[config.mk]
export PLATFORM = sky130hd
export DESIGN_NAME = dlx_mc_ctrl
export DESIGN_NICKNAME = d
export VERILOG_FILES = /design/src/rtl/dlx_pkg.sv /design/src/rtl/dlx_op_decode.sv /design/src/rtl/dlx_mc_ctrl.sv
export SDC_FILE = /design/constraint.sdc
export NUM_CORES = 1
export LEC_CHECK = 0
export BUFFER_PORTS_ARGS = -buffer_cell sky130_fd_sc_hd__buf_2
export CAP_MARGIN = 20
export CORE_UTILIZATION = 40
export DETAILED_ROUTE_END_ITERATION = 8
export PLACE_DENSITY = 0.68
export RECOVER_POWER = 100
export SLEW_MARGIN = 15
export SYNTH_ARGS = -nofsm -noshare
export SYNTH_HDL_FRONTEND = slang
export SYNTH_SLANG_ARGS = --single-unit
[constraint.sdc]
create_clock -name clk -period 2.7 [get_ports clk]
set_input_delay 0.135 -clock clk [delete_from_list [all_inputs] [get_ports clk]]
set_output_delay 0.135 -clock clk [all_outputs]
set_load 0.005 [all_outputs]
[src/rtl/dlx_pkg.sv]
// Shared encodings for the DLX multi-cycle controller: opcodes, FSM states,
// datapath mux selects and the immediate-opcode to ALU function map.
package dlx_pkg;

  localparam logic [5:0] OpSpecial = 6'h00;
  localparam logic [5:0] OpFparith = 6'h01;
  localparam logic [5:0] OpJ       = 6'h02;
  localparam logic [5:0] OpJal     = 6'h03;
  localparam logic [5:0] OpBeqz    = 6'h04;
  localparam logic [5:0] OpBnez    = 6'h05;
  localparam logic [5:0] OpAddi    = 6'h08;
  localparam logic [5:0] OpAddui   = 6'h09;
  localparam logic [5:0] OpSubi    = 6'h0a;
  localparam logic [5:0] OpSubui   = 6'h0b;
  localparam logic [5:0] OpAndi    = 6'h0c;
  localparam logic [5:0] OpOri     = 6'h0d;
  localparam logic [5:0] OpXori    = 6'h0e;
  localparam logic [5:0] OpLhi     = 6'h0f;
  localparam logic [5:0] OpJr      = 6'h12;
  localparam logic [5:0] OpJalr    = 6'h13;
  localparam logic [5:0] OpSlli    = 6'h14;
  localparam logic [5:0] OpSrli    = 6'h16;
  localparam logic [5:0] OpSrai    = 6'h17;
  localparam logic [5:0] OpSeqi    = 6'h18;
  localparam logic [5:0] OpSnei    = 6'h19;
  localparam logic [5:0] OpSlti    = 6'h1a;
  localparam logic [5:0] OpSgti    = 6'h1b;
  localparam logic [5:0] OpSlei    = 6'h1c;
  localparam logic [5:0] OpSgei    = 6'h1d;
  localparam logic [5:0] OpLb      = 6'h20;
  localparam logic [5:0] OpLh      = 6'h21;
  localparam logic [5:0] OpLw      = 6'h23;
  localparam logic [5:0] OpLbu     = 6'h24;
  localparam logic [5:0] OpLhu     = 6'h25;
  localparam logic [5:0] OpSb      = 6'h28;
  localparam logic [5:0] OpSh      = 6'h29;
  localparam logic [5:0] OpSw      = 6'h2b;

  typedef enum logic [2:0] {
    StFetch  = 3'd0,
    StDecode = 3'd1,
    StExec   = 3'd2,
    StMem    = 3'd3,
    StWb     = 3'd4,
    StErr    = 3'd5
  } state_e;

  typedef enum logic [2:0] {
    ClsAluR, ClsAluI, ClsBeqz, ClsBnez, ClsJImm, ClsJReg, ClsLoad, ClsStore
  } op_cls_e;

  localparam logic [1:0] MemByte = 2'd0;
  localparam logic [1:0] MemHalf = 2'd1;
  localparam logic [1:0] MemWord = 2'd2;

  localparam logic [1:0] WbAlu  = 2'd0;
  localparam logic [1:0] WbMem  = 2'd1;
  localparam logic [1:0] WbLink = 2'd2;
  localparam logic [1:0] WbLhi  = 2'd3;

  localparam logic [1:0] PcNpc    = 2'd0;
  localparam logic [1:0] PcBranch = 2'd1;
  localparam logic [1:0] PcJimm   = 2'd2;
  localparam logic [1:0] PcReg    = 2'd3;

  localparam logic [5:0] FnAdd = 6'h20;

  // Unmapped immediate opcodes fall back to the instruction's own function field.
  function automatic logic [5:0] imm_func(input logic [5:0] op, input logic [5:0] fn);
    case (op)
      OpAddi:  imm_func = 6'h20;
      OpAddui: imm_func = 6'h21;
      OpSubi:  imm_func = 6'h22;
      OpSubui: imm_func = 6'h23;
      OpAndi:  imm_func = 6'h24;
      OpOri:   imm_func = 6'h25;
      OpXori:  imm_func = 6'h26;
      OpSlli:  imm_func = 6'h04;
      OpSrli:  imm_func = 6'h06;
      OpSrai:  imm_func = 6'h07;
      OpSeqi:  imm_func = 6'h28;
      OpSnei:  imm_func = 6'h29;
      OpSlti:  imm_func = 6'h2a;
      OpSgti:  imm_func = 6'h2b;
      OpSlei:  imm_func = 6'h2c;
      OpSgei:  imm_func = 6'h2d;
      default: imm_func = fn;
    endcase
  endfunction

endpackage

[src/rtl/dlx_op_decode.sv]
// Combinational decode of the latched instruction into op class and the
// per-instruction attributes the sequencer needs.
module dlx_op_decode
  import dlx_pkg::*;
#(
  parameter int unsigned INST_W = 32
) (
  input  logic [INST_W-1:0] ir,
  output logic [2:0]        op_cls,
  output logic [1:0]        size,
  output logic              sign,
  output logic              link,
  output logic              lhi,
  output logic              zext
);

  logic [5:0] op;
  logic       unused_ir;

  assign op        = ir[INST_W-1:INST_W-6];
  assign unused_ir = ^ir[INST_W-7:0];

  always_comb begin
    op_cls = ClsAluI;
    size   = MemWord;
    sign   = 1'b1;
    link   = 1'b0;
    lhi    = 1'b0;
    zext   = 1'b0;
    case (op)
      OpSpecial, OpFparith: op_cls = ClsAluR;
      OpBeqz:               op_cls = ClsBeqz;
      OpBnez:               op_cls = ClsBnez;
      OpJ:                  op_cls = ClsJImm;
      OpJal: begin
        op_cls = ClsJImm;
        link   = 1'b1;
      end
      OpJr:                 op_cls = ClsJReg;
      OpJalr: begin
        op_cls = ClsJReg;
        link   = 1'b1;
      end
      OpLb: begin
        op_cls = ClsLoad;
        size   = MemByte;
      end
      OpLbu: begin
        op_cls = ClsLoad;
        size   = MemByte;
        sign   = 1'b0;
      end
      OpLh: begin
        op_cls = ClsLoad;
        size   = MemHalf;
      end
      OpLhu: begin
        op_cls = ClsLoad;
        size   = MemHalf;
        sign   = 1'b0;
      end
      OpLw:                 op_cls = ClsLoad;
      OpSb: begin
        op_cls = ClsStore;
        size   = MemByte;
      end
      OpSh: begin
        op_cls = ClsStore;
        size   = MemHalf;
      end
      OpSw:                 op_cls = ClsStore;
      OpLhi:                lhi    = 1'b1;
      OpAddui, OpSubui, OpAndi, OpOri, OpXori: zext = 1'b1;
      default: ;
    endcase
  end

endmodule

[src/rtl/dlx_mc_ctrl.sv]
// Multi-cycle DLX control sequencer: FETCH/DECODE/EXEC/MEM/WB over a shared
// req/ack memory port, with a wait-cycle timeout that parks the FSM in ERR.
module dlx_mc_ctrl
  import dlx_pkg::*;
#(
  parameter int unsigned INST_W      = 32,
  parameter int unsigned MEM_TIMEOUT = 16
) (
  input  logic              clk,
  input  logic              reset,
  input  logic [INST_W-1:0] mem_rdata,
  input  logic              mem_ack,
  input  logic              zero,
  output logic              mem_req,
  output logic              mem_we,
  output logic [1:0]        mem_size,
  output logic              ir_wr,
  output logic              pc_wr,
  output logic [1:0]        pc_src,
  output logic              reg_wr,
  output logic [1:0]        wb_sel,
  output logic              load_signed,
  output logic              alu_imm,
  output logic              imm_zext,
  output logic [5:0]        func_code,
  output logic              instr_done,
  output logic              err,
  output logic [2:0]        state
);

  localparam int unsigned CntW = $clog2(MEM_TIMEOUT + 1);

  state_e            state_q, state_d;
  logic [INST_W-1:0] ir_q, ir_d;
  logic [CntW-1:0]   cnt_q, cnt_d;

  logic [2:0] dec_cls;
  op_cls_e    cls;
  logic [1:0] dec_size;
  logic       dec_sign, dec_link, dec_lhi, dec_zext;
  logic       mem_wait, timeout;

  dlx_op_decode #(
    .INST_W (INST_W)
  ) u_decode (
    .ir     (ir_q),
    .op_cls (dec_cls),
    .size   (dec_size),
    .sign   (dec_sign),
    .link   (dec_link),
    .lhi    (dec_lhi),
    .zext   (dec_zext)
  );

  assign cls = op_cls_e'(dec_cls);

  // Ack on the limit cycle wins over the timeout.
  assign mem_wait = ((state_q == StFetch) || (state_q == StMem)) && !mem_ack;
  assign timeout  = mem_wait && (cnt_q == CntW'(MEM_TIMEOUT - 1));
  assign cnt_d    = (mem_wait && !timeout) ? cnt_q + CntW'(1) : '0;
  assign ir_d     = ((state_q == StFetch) && mem_ack) ? mem_rdata : ir_q;

  always_ff @(posedge clk) begin
    if (reset) begin
      state_q <= StFetch;
      ir_q    <= '0;
      cnt_q   <= '0;
    end else begin
      state_q <= state_d;
      ir_q    <= ir_d;
      cnt_q   <= cnt_d;
    end
  end

  always_comb begin
    state_d = state_q;
    case (state_q)
      StFetch: begin
        if (mem_ack)      state_d = StDecode;
        else if (timeout) state_d = StErr;
      end
      StDecode: state_d = StExec;
      StExec: begin
        case (cls)
          ClsBeqz, ClsBnez: state_d = StFetch;
          ClsJImm, ClsJReg: state_d = dec_link ? StWb : StFetch;
          ClsLoad, ClsStore: state_d = StMem;
          default:          state_d = StWb;
        endcase
      end
      StMem: begin
        if (mem_ack)      state_d = (cls == ClsStore) ? StFetch : StWb;
        else if (timeout) state_d = StErr;
      end
      StWb:    state_d = StFetch;
      StErr:   state_d = StErr;
      default: state_d = StFetch;
    endcase
  end

  always_comb begin
    mem_req     = 1'b0;
    mem_we      = 1'b0;
    mem_size    = MemByte;
    ir_wr       = 1'b0;
    pc_wr       = 1'b0;
    pc_src      = PcNpc;
    reg_wr      = 1'b0;
    wb_sel      = WbAlu;
    load_signed = 1'b0;
    alu_imm     = 1'b0;
    imm_zext    = 1'b0;
    func_code   = '0;
    instr_done  = 1'b0;
    err         = 1'b0;
    state       = 3'd0;
    if (!reset) begin
      state = state_q;
      case (state_q)
        StFetch: begin
          mem_req  = 1'b1;
          mem_size = MemWord;
          ir_wr    = mem_ack;
        end
        StExec: begin
          pc_wr = 1'b1;
          case (cls)
            ClsAluR: func_code = ir_q[5:0];
            ClsAluI: begin
              alu_imm   = 1'b1;
              imm_zext  = dec_zext;
              func_code = imm_func(ir_q[INST_W-1:INST_W-6], ir_q[5:0]);
            end
            ClsBeqz: begin
              pc_src     = zero ? PcBranch : PcNpc;
              instr_done = 1'b1;
            end
            ClsBnez: begin
              pc_src     = zero ? PcNpc : PcBranch;
              instr_done = 1'b1;
            end
            ClsJImm: begin
              pc_src     = PcJimm;
              instr_done = !dec_link;
            end
            ClsJReg: begin
              pc_src     = PcReg;
              instr_done = !dec_link;
            end
            default: begin
              alu_imm   = 1'b1;
              func_code = FnAdd;
            end
          endcase
        end
        StMem: begin
          mem_req    = 1'b1;
          mem_we     = (cls == ClsStore);
          mem_size   = dec_size;
          instr_done = mem_ack && (cls == ClsStore);
        end
        StWb: begin
          reg_wr      = 1'b1;
          instr_done  = 1'b1;
          load_signed = dec_sign;
          if (cls == ClsLoad) wb_sel = WbMem;
          else if (dec_link)  wb_sel = WbLink;
          else if (dec_lhi)   wb_sel = WbLhi;
          else                wb_sel = WbAlu;
        end
        StErr:   err = 1'b1;
        default: ;
      endcase
    end
  end

endmodule

---- Word-level counts from Yosys, hierarchy flattened ----
Cells that the tools add are included.
cells by class
  equal/unequal tests ..................... 45
  bitwise gates (word level) .............. 1
  add/sub/neg operators ................... 1
  mux-type cells .......................... 53
  reduce and logical (&&, ||, !) cells .... 29
operators with widths
  operator                                                               number
  6-bit case mux with 16 select lines                                    1
  6-bit by 5-bit equality test with 1-bit output, second input constant  11
  6-bit by 4-bit equality test with 1-bit output, second input constant  8
  6-bit equality test, second input constant                             8
  1-bit two-way mux                                                      27
  3-bit case mux with 7 select lines                                     1
  2-bit OR reduction                                                     10
  3-bit equality test, second input constant                             6
  3-bit two-way mux                                                      6
  6-bit case mux with 3 select lines                                     1
  2-bit two-way mux                                                      8
  3-bit case mux with 5 select lines                                     1
  5-bit OR reduction                                                     3
  3-bit by 2-bit equality test with 1-bit output, second input constant  4
  6-bit by 2-bit equality test with 1-bit output, second input constant  2
  6-bit by 3-bit equality test with 1-bit output, second input constant  2
  6-bit two-way mux                                                      2
  3-bit case mux with 3 select lines                                     1
  3-bit OR reduction                                                     3
  2-bit case mux with 2 select lines                                     2
  2-bit case mux with 4 select lines                                     1
  3-bit by 1-bit equality test with 1-bit output, second input constant  2
  6-bit by 1-bit equality test with 1-bit output, second input constant  1
  3-bit zero test                                                        2
  other kinds (10)                                                       16
word-level totals
  bits of input ports ..................... 36
  register bits after elaboration ......... 40
  output and inout bits ................... 25

---- Logic depth before layout (Yosys ltp) ----
Gate-level depths: netlist (run 1).
  depth after elaboration ................. 8
  mapped depth ............................ 7
  gate-level depth less buffers ........... 7

---- Modules after synthesis ----
Synthesis (run 1) repeated with hierarchy kept, for this count alone.
second synthesis, totals
  cell total of the unflattened synthesis .. 296
  area total of the unflattened synthesis .. 2263.4 um^2
by module, submodules not included
  module         sequential area each (um^2)  area an instance (um^2)  instances  cells each
  dlx_mc_ctrl    800.8                        2097.0                   1          273
  dlx_op_decode  0.0                          166.4                    1          23

---- Least setup slack after synthesis (run 1) ----
No wires, ideal clock.
  path type ............................... register to register
  start point ............................. register cnt_q[0]
  end point ............................... register state_q[2]
  path buffers ............................ 0
  stages on the path, launching flop included .. 8
  arrival time ............................ 1.419 ns
  required time ........................... 2.605 ns
  clock period less this slack ............ 1.514 ns
  setup slack ............................. 1.186 ns
  library setup time ...................... 0.095 ns
  cells stage by stage .................... dfxtp_1 ha_1 and3_1 ha_1 nor2_1 a311oi_1 a21oi_1 a221oi_1
on the way
  cells in the longest elaborated chain, start to end .. 5
  elaborated cells on any way between the ends .. 6
  classes of those cells .................. eq/ne: 1; mux: 4; reduce/logical: 1
RTL lines
  item                                                RTL line           RTL
  from (decl)                                         dlx_mc_ctrl.sv:35  logic [CntW-1:0] cnt_q, cnt_d;
  from (signal assigned)                              dlx_mc_ctrl.sv:71  cnt_q <= cnt_d;
  5-bit by 4-bit equality test with 1-bit output (*)  dlx_mc_ctrl.sv:59  assign timeout = mem_wait && (cnt_q == CntW'(MEM_TIMEOUT - 1));
  1-bit logical AND (*)                               dlx_mc_ctrl.sv:59
  3-bit two-way mux (*)                               --
  3-bit two-way mux (on tied branches)                --
  3-bit case mux with 5 select lines (*)              --
  to (signal assigned)                                dlx_mc_ctrl.sv:65  state_q <= StFetch;
  to (signal assigned)                                dlx_mc_ctrl.sv:69  state_q <= state_d;
  to (decl)                                           dlx_mc_ctrl.sv:33  state_e state_q, state_d;
Mark *: on every way between the ends. The rest lies on a longest branch, timed or not.
A chain may end at the register's enable or synchronous reset.

---- Worst setup path in the final report (run 1) ----
  start point ............................. register ir_q[27]
  end point ............................... output func_code[1]
on the way
  cells in the longest elaborated chain, start to end .. 8
  elaborated cells on any way between the ends .. 49
  classes of those cells .................. eq/ne: 36; mux: 5; reduce/logical: 8
RTL lines
  item                                                                                   RTL line             RTL
  from (decl)                                                                            dlx_mc_ctrl.sv:34    logic [INST_W-1:0] ir_q, ir_d;
  from (signal assigned)                                                                 dlx_mc_ctrl.sv:70    ir_q <= ir_d;
  6-bit equality test (tied with other cells)                                            dlx_op_decode.sv:30  case (op)
  5-bit OR reduction (no line) (tied with other cells)                                   --
  3-bit case mux with 7 select lines                                                     dlx_op_decode.sv:30
  3-bit equality test or 3-bit by 2-bit equality test with 1-bit output (tied branches)  dlx_mc_ctrl.sv:127   case (cls)
  4-bit OR reduction (no line)                                                           --
  6-bit case mux with 3 select lines (*)                                                 dlx_mc_ctrl.sv:127
  6-bit two-way mux (*)                                                                  dlx_mc_ctrl.sv:119   case (state_q)
  6-bit two-way mux (*)                                                                  dlx_mc_ctrl.sv:117   if (!reset) begin
  to (decl)                                                                              dlx_mc_ctrl.sv:25    output logic [5:0] func_code,
Marks and branches as above.

==> results of run 1 <==
## registers in the layout (all words and copies together) (netlist names)
register / cells
state_q: 3
cnt_q: 5
ir_q: 12
## power by group through the flow
| stage | clock [mW] | sequential [mW] | combinational [mW] |
|---|---|---|---|
| CTS | 0.202 | 0.349 | 0.192 |
| global placement | 0 | 0.355 | 0.190 |
| detailed placement | 0 | 0.356 | 0.192 |
| global route | 0.216 | 0.354 | 0.212 |
| finish | 0.194 | 0.349 | 0.185 |
| floorplan | 0 | 0.330 | 0.166 |
## metrics by stage
stage | power [mW] | hold WS, ps | setup WS (ps)
finish | 0.7283 | 112.2 | 413.4
global route | 0.7816 | 124.3 | 247.4
CTS | 0.7432 | 104.4 | 407.8
detailed placement | 0.5477 | 386.3 | 695.7
global placement | 0.5451 | 379.8 | 678.8
floorplan | 0.4962 | 271.0 | 1186
## cell usage in the layout, fill, tap and decap left out, drive strengths merged, types with 2 or more instances in the layout
| cell | synthesis | layout |
|---|---|---|
| and3 | 6 | 6 |
| a32o | 2 | 2 |
| nor2b | 5 | 5 |
| o211ai | 4 | 4 |
| nand2b | 13 | 13 |
| a311oi | 2 | 2 |
| a21o | 2 | 2 |
| a21oi | 26 | 26 |
| ha | 2 | 2 |
| nor3b | 2 | 2 |
| and2 | 2 | 2 |
| nand2 | 35 | 35 |
| buf | 14 | 33 |
| a22o | 3 | 3 |
| nand3 | 7 | 7 |
| dfxtp | 20 | 20 |
| nor2 | 19 | 19 |
| inv | 7 | 7 |
| nor3 | 7 | 7 |
| nand4 | 2 | 2 |
| a2bb2oi | 2 | 2 |
| clkbuf | 5 | 15 |
| o21ai | 13 | 13 |
## layer usage
metal,vias up,share of wire,GRT usage
li1,819,-,-
met1,743,0.50,0.2605
met2,46,0.45,0.3185
met3,4,0.041,0.02190
met4,0,0.010,0.06395
met5,-,0,0
## how the worst max path moves through the flow
stage                         endpoint  slack [ps]  depth (start not counted)
after floorplan             state_q[2]        1190                          7
after global placement    func_code[1]         680                          6
after detailed placement  func_code[1]         700                          6
after CTS                 func_code[1]         410                          6
after global routing      func_code[0]         250                          6
final                     func_code[1]         410                          6
## area by class of cell
type / count / area [µm²]
clock buffers: 3 / 41.29
fillers: 374 / 1735
inverters: 7 / 26.28
multi-input cells: 171 / 953.4
flip-flops and latches: 20 / 400.4
well taps: 46 / 57.56
repair buffers: 45 / 227.7
## kinds of logic after synthesis
family | Yosys count | share of synthesized area
and+or+nand+nor | 102 | 0.3305
AOI/OAI and AO/OA | 64 | 0.2834
xor gates and xnor gates | 2 | 0.01178
muxes | 1 | 0.007569
adders and majority gates | 2 | 0.01682
DFF | 20 | 0.2691
buffers and inverters | 26 | 0.08074
## worst min-delay path, delay by kind of cell
family	cells	cell delay [ps]
AOI/OAI and AO/OA	1	50
buffers and inverters	1	90
and+or+nand+nor	1	40
==> impl_metrics.env, run 1 <==
export IMPL_status="completed"
export IMPL_period_minus_slack_ps=2287
export IMPL_num_antenna_cells=0
export IMPL_area_growth_pct=14.72
export IMPL_power_switching_mw=0.2390
export IMPL_stdcell_count=292
export IMPL_hold_class="in2reg"
export IMPL_final_net_count=286
export IMPL_first_pass_iters=4
export IMPL_relSlewSlack=0.5333
export IMPL_dpl_cell_area_mm2=0.001689
export IMPL_die_area_mm2=0.003967
export IMPL_rsz0062_at_grt="false"
export IMPL_setup_viol=0
export IMPL_hold_end="ir_q[0]"
export IMPL_reg2reg_slack_ps=910
export IMPL_cts_max_level=1
export IMPL_placedCellCount=289
export IMPL_fmaxAchievable_mhz=437.3
export IMPL_min_from="mem_rdata[0]"
export IMPL_p_leak_nw=0.7192
export IMPL_p_per_area_mw_per_mm2=426.8
export IMPL_clockBufferDepth=2
export IMPL_max_cap_violations=0
export IMPL_worst_slew_pin_slew_ps=697.4
export IMPL_cts_reportedPaths_clkPinSlew_ps=70
export IMPL_critPathMaxFanout=18
export IMPL_wl_mm=3.667
export IMPL_synth_area_top_cells="dfxtp_1 (27%), nand2_1 (8.8%), a21oi_1 (8.7%)"
export IMPL_cts_resized=0
export IMPL_clockPowerShare=0.266
export IMPL_p_int_mw=0.4893
export IMPL_synth_common_cells="nand2_1 (35), a21oi_1 (26), dfxtp_1 (20), nor2_1 (19), nand2b_1 (13)"
export IMPL_seqPwrFrac=0.479
export IMPL_yosys_area_top_type="dfxtp_1"
export IMPL_cts_sinks=20
export IMPL_ys_types=46
export IMPL_cp_data_arrival_time_ps=2150
export IMPL_portBuffers=40
export IMPL_clk_latency_ps=260
export IMPL_finClkSkew_ps=3.894
export IMPL_initial_utilization=0.4322
export IMPL_path_class="reg2out"
export IMPL_slew_viol_final=0
export IMPL_tns_ps=0
export IMPL_grt_pass1_vias=1444
export IMPL_rows=21
export IMPL_postRouteAntennaNets=0
export IMPL_irDropWorstVdd_uv=305.5
export IMPL_numCtsBuffers=3
export IMPL_r2r_end="state_q[2]"
export IMPL_switching_share=0.3282
export IMPL_crit_buf_inv=1
export IMPL_overflow=0
export IMPL_postSynthRegisterBits=20
export IMPL_layout_drive_gt1_share=0.1789
export IMPL_die_y_um=62.99
export IMPL_grt_max_degree=22
export IMPL_antenna_found_initial=0
export IMPL_wire_per_inst_um=12.56
export IMPL_fin_util=0.4958
export IMPL_hold_violations=0
export IMPL_yosysWarnings=0
export IMPL_combPwrFrac=0.255
export IMPL_fin_crit_sh=0.8469
export IMPL_gpl_final_weighted_congestion=0.8454
export IMPL_synth_net_count=255
export IMPL_hold_depth=3
export IMPL_dr_first_iter_drc_count=132
export IMPL_slowest_stage="dfxtp_1"
export IMPL_viasPerCell=5.521
export IMPL_fin_area_mm2=0.001707
export IMPL_critPathLaunch="ir_q[27]"
export IMPL_ctsHoldBuffers=0
export IMPL_cts_root_buf="clkbuf_8"
export IMPL_worstPathRequired_ps=2570
export IMPL_seq_area_frac_synth=0.2691
export IMPL_synthCells=217
export IMPL_fp_coreArea_mm2=0.003442
export IMPL_crit_path_end_kind="output port"
export IMPL_path_cells="nand2_1 > o22ai_1 > nand2b_1 > a311oi_2 > a32o_1 > buf_2"
export IMPL_avgSynthCellArea_um2=6.856
export IMPL_postCtsSetupBuffers=0
export IMPL_die_w_um=62.99
export IMPL_ios=61
export IMPL_reg2reg_depth=6
export IMPL_cts_tree="done"
export IMPL_synth_top_area_share=0.2691
export IMPL_async_flop_share=0
export IMPL_critPathLaunchType="flop"
export IMPL_critPathTopFamily="compound AO/OA/AOI/OAI gates"
export IMPL_syn_area_mm2=0.001488
export IMPL_synth_flop_cell="dfxtp_1"
export IMPL_hpwl_mm=2.755
export IMPL_track_usage=0.1940
export IMPL_drcViolationCount=0
export IMPL_grt_pass1_wl_mm=6.258
export IMPL_r2r_start="ir_q[27]"
export IMPL_vias=1612
export IMPL_critPathMaxStageDelay_ps=670
export IMPL_synth_most_common_cell="nand2_1"
export IMPL_synth_edff_count=0
(Power assumes the default switching activity.)
==> inputs of run 2 (changes only) <==
Settings changed: ABC_AREA set to 1, PLACE_DENSITY 0.68 to 0.69.
Clock period 2.7 ns to 2.4 ns, I/O delays scaled along.
==> run 2 against run 1 <==
Wire length increased by 0.79%. Design area is 0.22% lower. Critical path type unchanged. Largest power group unchanged. First-iteration DRC count increased by 28%. Non-clock buffer count down 5.
==> impl_metrics.env, run 2 <==
export IMPL_syn_area_mm2=0.001460
export IMPL_synth_net_count=272
export IMPL_final_net_count=310
export IMPL_wl_mm=3.696
export IMPL_p_per_area_mw_per_mm2=600.0
export IMPL_fin_area_mm2=0.001703
export IMPL_rsz0062_at_grt="false"
export IMPL_fin_crit_sh=0.8828
export IMPL_layout_drive_gt1_share=0.2103
export IMPL_hold_violations=0
export IMPL_clockPowerShare=0.271
export IMPL_num_antenna_cells=0
export IMPL_synth_area_top_cells="dfxtp_1 (27%), nand2_1 (11%), a21oi_1 (8.2%)"
export IMPL_clockBufferDepth=2
export IMPL_rows=21
export IMPL_cts_resized=0
export IMPL_period_minus_slack_ps=2119
export IMPL_initial_utilization=0.4275
export IMPL_endpoint="func_code[2]"
export IMPL_async_flop_share=0
export IMPL_clk_latency_ps=300
export IMPL_r2r_start="state_q[0]"
export IMPL_portBuffers=40
export IMPL_die_y_um=62.42
export IMPL_critPathLaunchType="flop"
export IMPL_p_leak_nw=0.8166
export IMPL_crit_path_end_kind="output port"
export IMPL_seq_area_frac_synth=0.2742
export IMPL_numCtsBuffers=3
export IMPL_postCtsSetupBuffers=0
export IMPL_fin_util=0.4985
export IMPL_area_growth_pct=16.62
export IMPL_max_cap_violations=0
export IMPL_drcViolationCount=0
export IMPL_hold_class="in2reg"
export IMPL_ios=61
export IMPL_status="completed"
export IMPL_antenna_found_initial=0
export IMPL_yosys_area_top_type="dfxtp_1"
export IMPL_cts_reportedPaths_clkPinSlew_ps=120
export IMPL_worst_slew_pin_slew_ps=557.5
export IMPL_first_pass_iters=4
export IMPL_overflow=0
export IMPL_slew_viol_final=0
export IMPL_power_switching_mw=0.3809
export IMPL_final_common_cell="nand2_1"
export IMPL_finClkSkew_ps=2.055
export IMPL_critPathLaunch="ir_q[27]"
export IMPL_grt_pass1_wl_mm=6.099
export IMPL_track_usage=0.1903
export IMPL_hold_ws_ps=69.34
export IMPL_pre_cts_ws_ps=704.5
export IMPL_postRouteAntennaNets=0
export IMPL_wire_per_inst_um=11.66
export IMPL_cts_sinks=20
export IMPL_irDropWorstVdd_uv=296.5
export IMPL_cts_tree="done"
export IMPL_cts_max_level=1
export IMPL_reg2reg_slack_ps=620
export IMPL_synth_flop_cell="dfxtp_1"
export IMPL_grt_max_degree=21
export IMPL_placedCellCount=313
export IMPL_r2r_end="ir_q[28]"
export IMPL_synth_most_common_cell="nand2_1"
export IMPL_cts_root_buf="clkbuf_4"
export IMPL_die_w_um=62.42
export IMPL_relSlewSlack=0.6274
export IMPL_reg2reg_depth=6
export IMPL_path_class="reg2out"
export IMPL_reg_top3="ir_q (12), cnt_q (5), state_q (3)"
export IMPL_final_cell_mix="nand2_1 (47), inv_1 (28), nor2_1 (26)"
export IMPL_dr_first_iter_drc_count=169
export IMPL_postSynthRegisterBits=20
export IMPL_fmaxAchievable_mhz=472.0
export IMPL_dpl_cell_area_mm2=0.001678
export IMPL_viasPerCell=5.202
export IMPL_synth_edff_count=0
export IMPL_grt_pass1_vias=1427
export IMPL_vias=1649
export IMPL_largest_register="ir_q"
export IMPL_cp_data_arrival_time_ps=2000
export IMPL_tns_ps=0
export IMPL_switching_share=0.3728
export IMPL_hpwl_mm=2.866
export IMPL_seqPwrFrac=0.398
export IMPL_combPwrFrac=0.331
export IMPL_gpl_final_weighted_congestion=0.9250
export IMPL_synthCells=234
export IMPL_critPathMaxFanout=14
export IMPL_die_area_mm2=0.003896
export IMPL_p_int_mw=0.6408
export IMPL_avgSynthCellArea_um2=6.240
export IMPL_ctsHoldBuffers=0
export IMPL_ys_types=33
export IMPL_worstPathRequired_ps=2280
export IMPL_setup_viol=0
export IMPL_yosysWarnings=0
export IMPL_stdcell_count=317
export IMPL_largest_register_ff_count=12
export IMPL_power_total_mw=1.022
export IMPL_synth_top_area_share=0.2742
export IMPL_fin_ws_ps=281.3
export IMPL_synth_common_cells="nand2_1 (44), inv_1 (25), nor2_1 (25), a21oi_1 (24), nand3_1 (24)"
export IMPL_fp_coreArea_mm2=0.003416
[run 2: worst min-delay path by stage]
stage / from / end / slack [ps] / cells past startpoint
detailed placement: mem_rdata[0] / ir_q[0] / 400 / 3
global placement: mem_rdata[0] / ir_q[0] / 400 / 3
global route: mem_rdata[2] / ir_q[2] / 70 / 3
finish: mem_rdata[0] / ir_q[0] / 70 / 3
CTS: mem_rdata[0] / ir_q[0] / 70 / 3
floorplan: reset / mem_req / 280 / 1
[run 2: cell families after synthesis]
| group | Yosys count | share of synthesized area |
|---|---|---|
| AND/OR/NAND/NOR | 124 | 0.4147 |
| buffers and inverters | 44 | 0.1225 |
| AO/OA/AOI/OAI | 43 | 0.1654 |
| flip-flops | 20 | 0.2742 |
| adder cells (fa/ha/maj) | 2 | 0.01714 |
| XOR/XNOR | 1 | 0.005999 |
[run 2: power by group through the flow]
stage	clock (mW)	sequential (mW)	combinational, mW
3_5_place_dp	0	0.414	0.343
2_1_floorplan	0	0.398	0.280
3_3_place_gp	0	0.414	0.343
4_1_cts	0.282	0.407	0.344
5_1_grt	0.291	0.411	0.384
6_report	0.277	0.406	0.339
[run 2: worst max-delay path: stages, from the launching register on]
cell and delay (ps):
dfxtp_1 650, nand2_1 180, nand2_1 90, nand2_1 40, nand2_1 130, nand2_1 80, nor2_2 150, nand3_1 100
a21oi_1 140, clkbuf_2 130
[run 2: metal layers]
layer / global-route usage / part of all wire / wire length (µm)
met5: 0 / 0 / 0
met2: 0.3179 / 0.47 / 1737
met4: 0.06977 / 0.016 / 58
met3: 0.02190 / 0.046 / 171
met1: 0.2500 / 0.47 / 1729
[run 2: final cells by class]
class	count	area [µm²]
clock buffers	3	22.52
clock inverters	1	30.03
fillers	395	1713
inverters	37	138.9
multi-input cells	170	865.8
flip-flops and latches	20	400.4
well taps	46	57.56
repair buffers	40	187.7
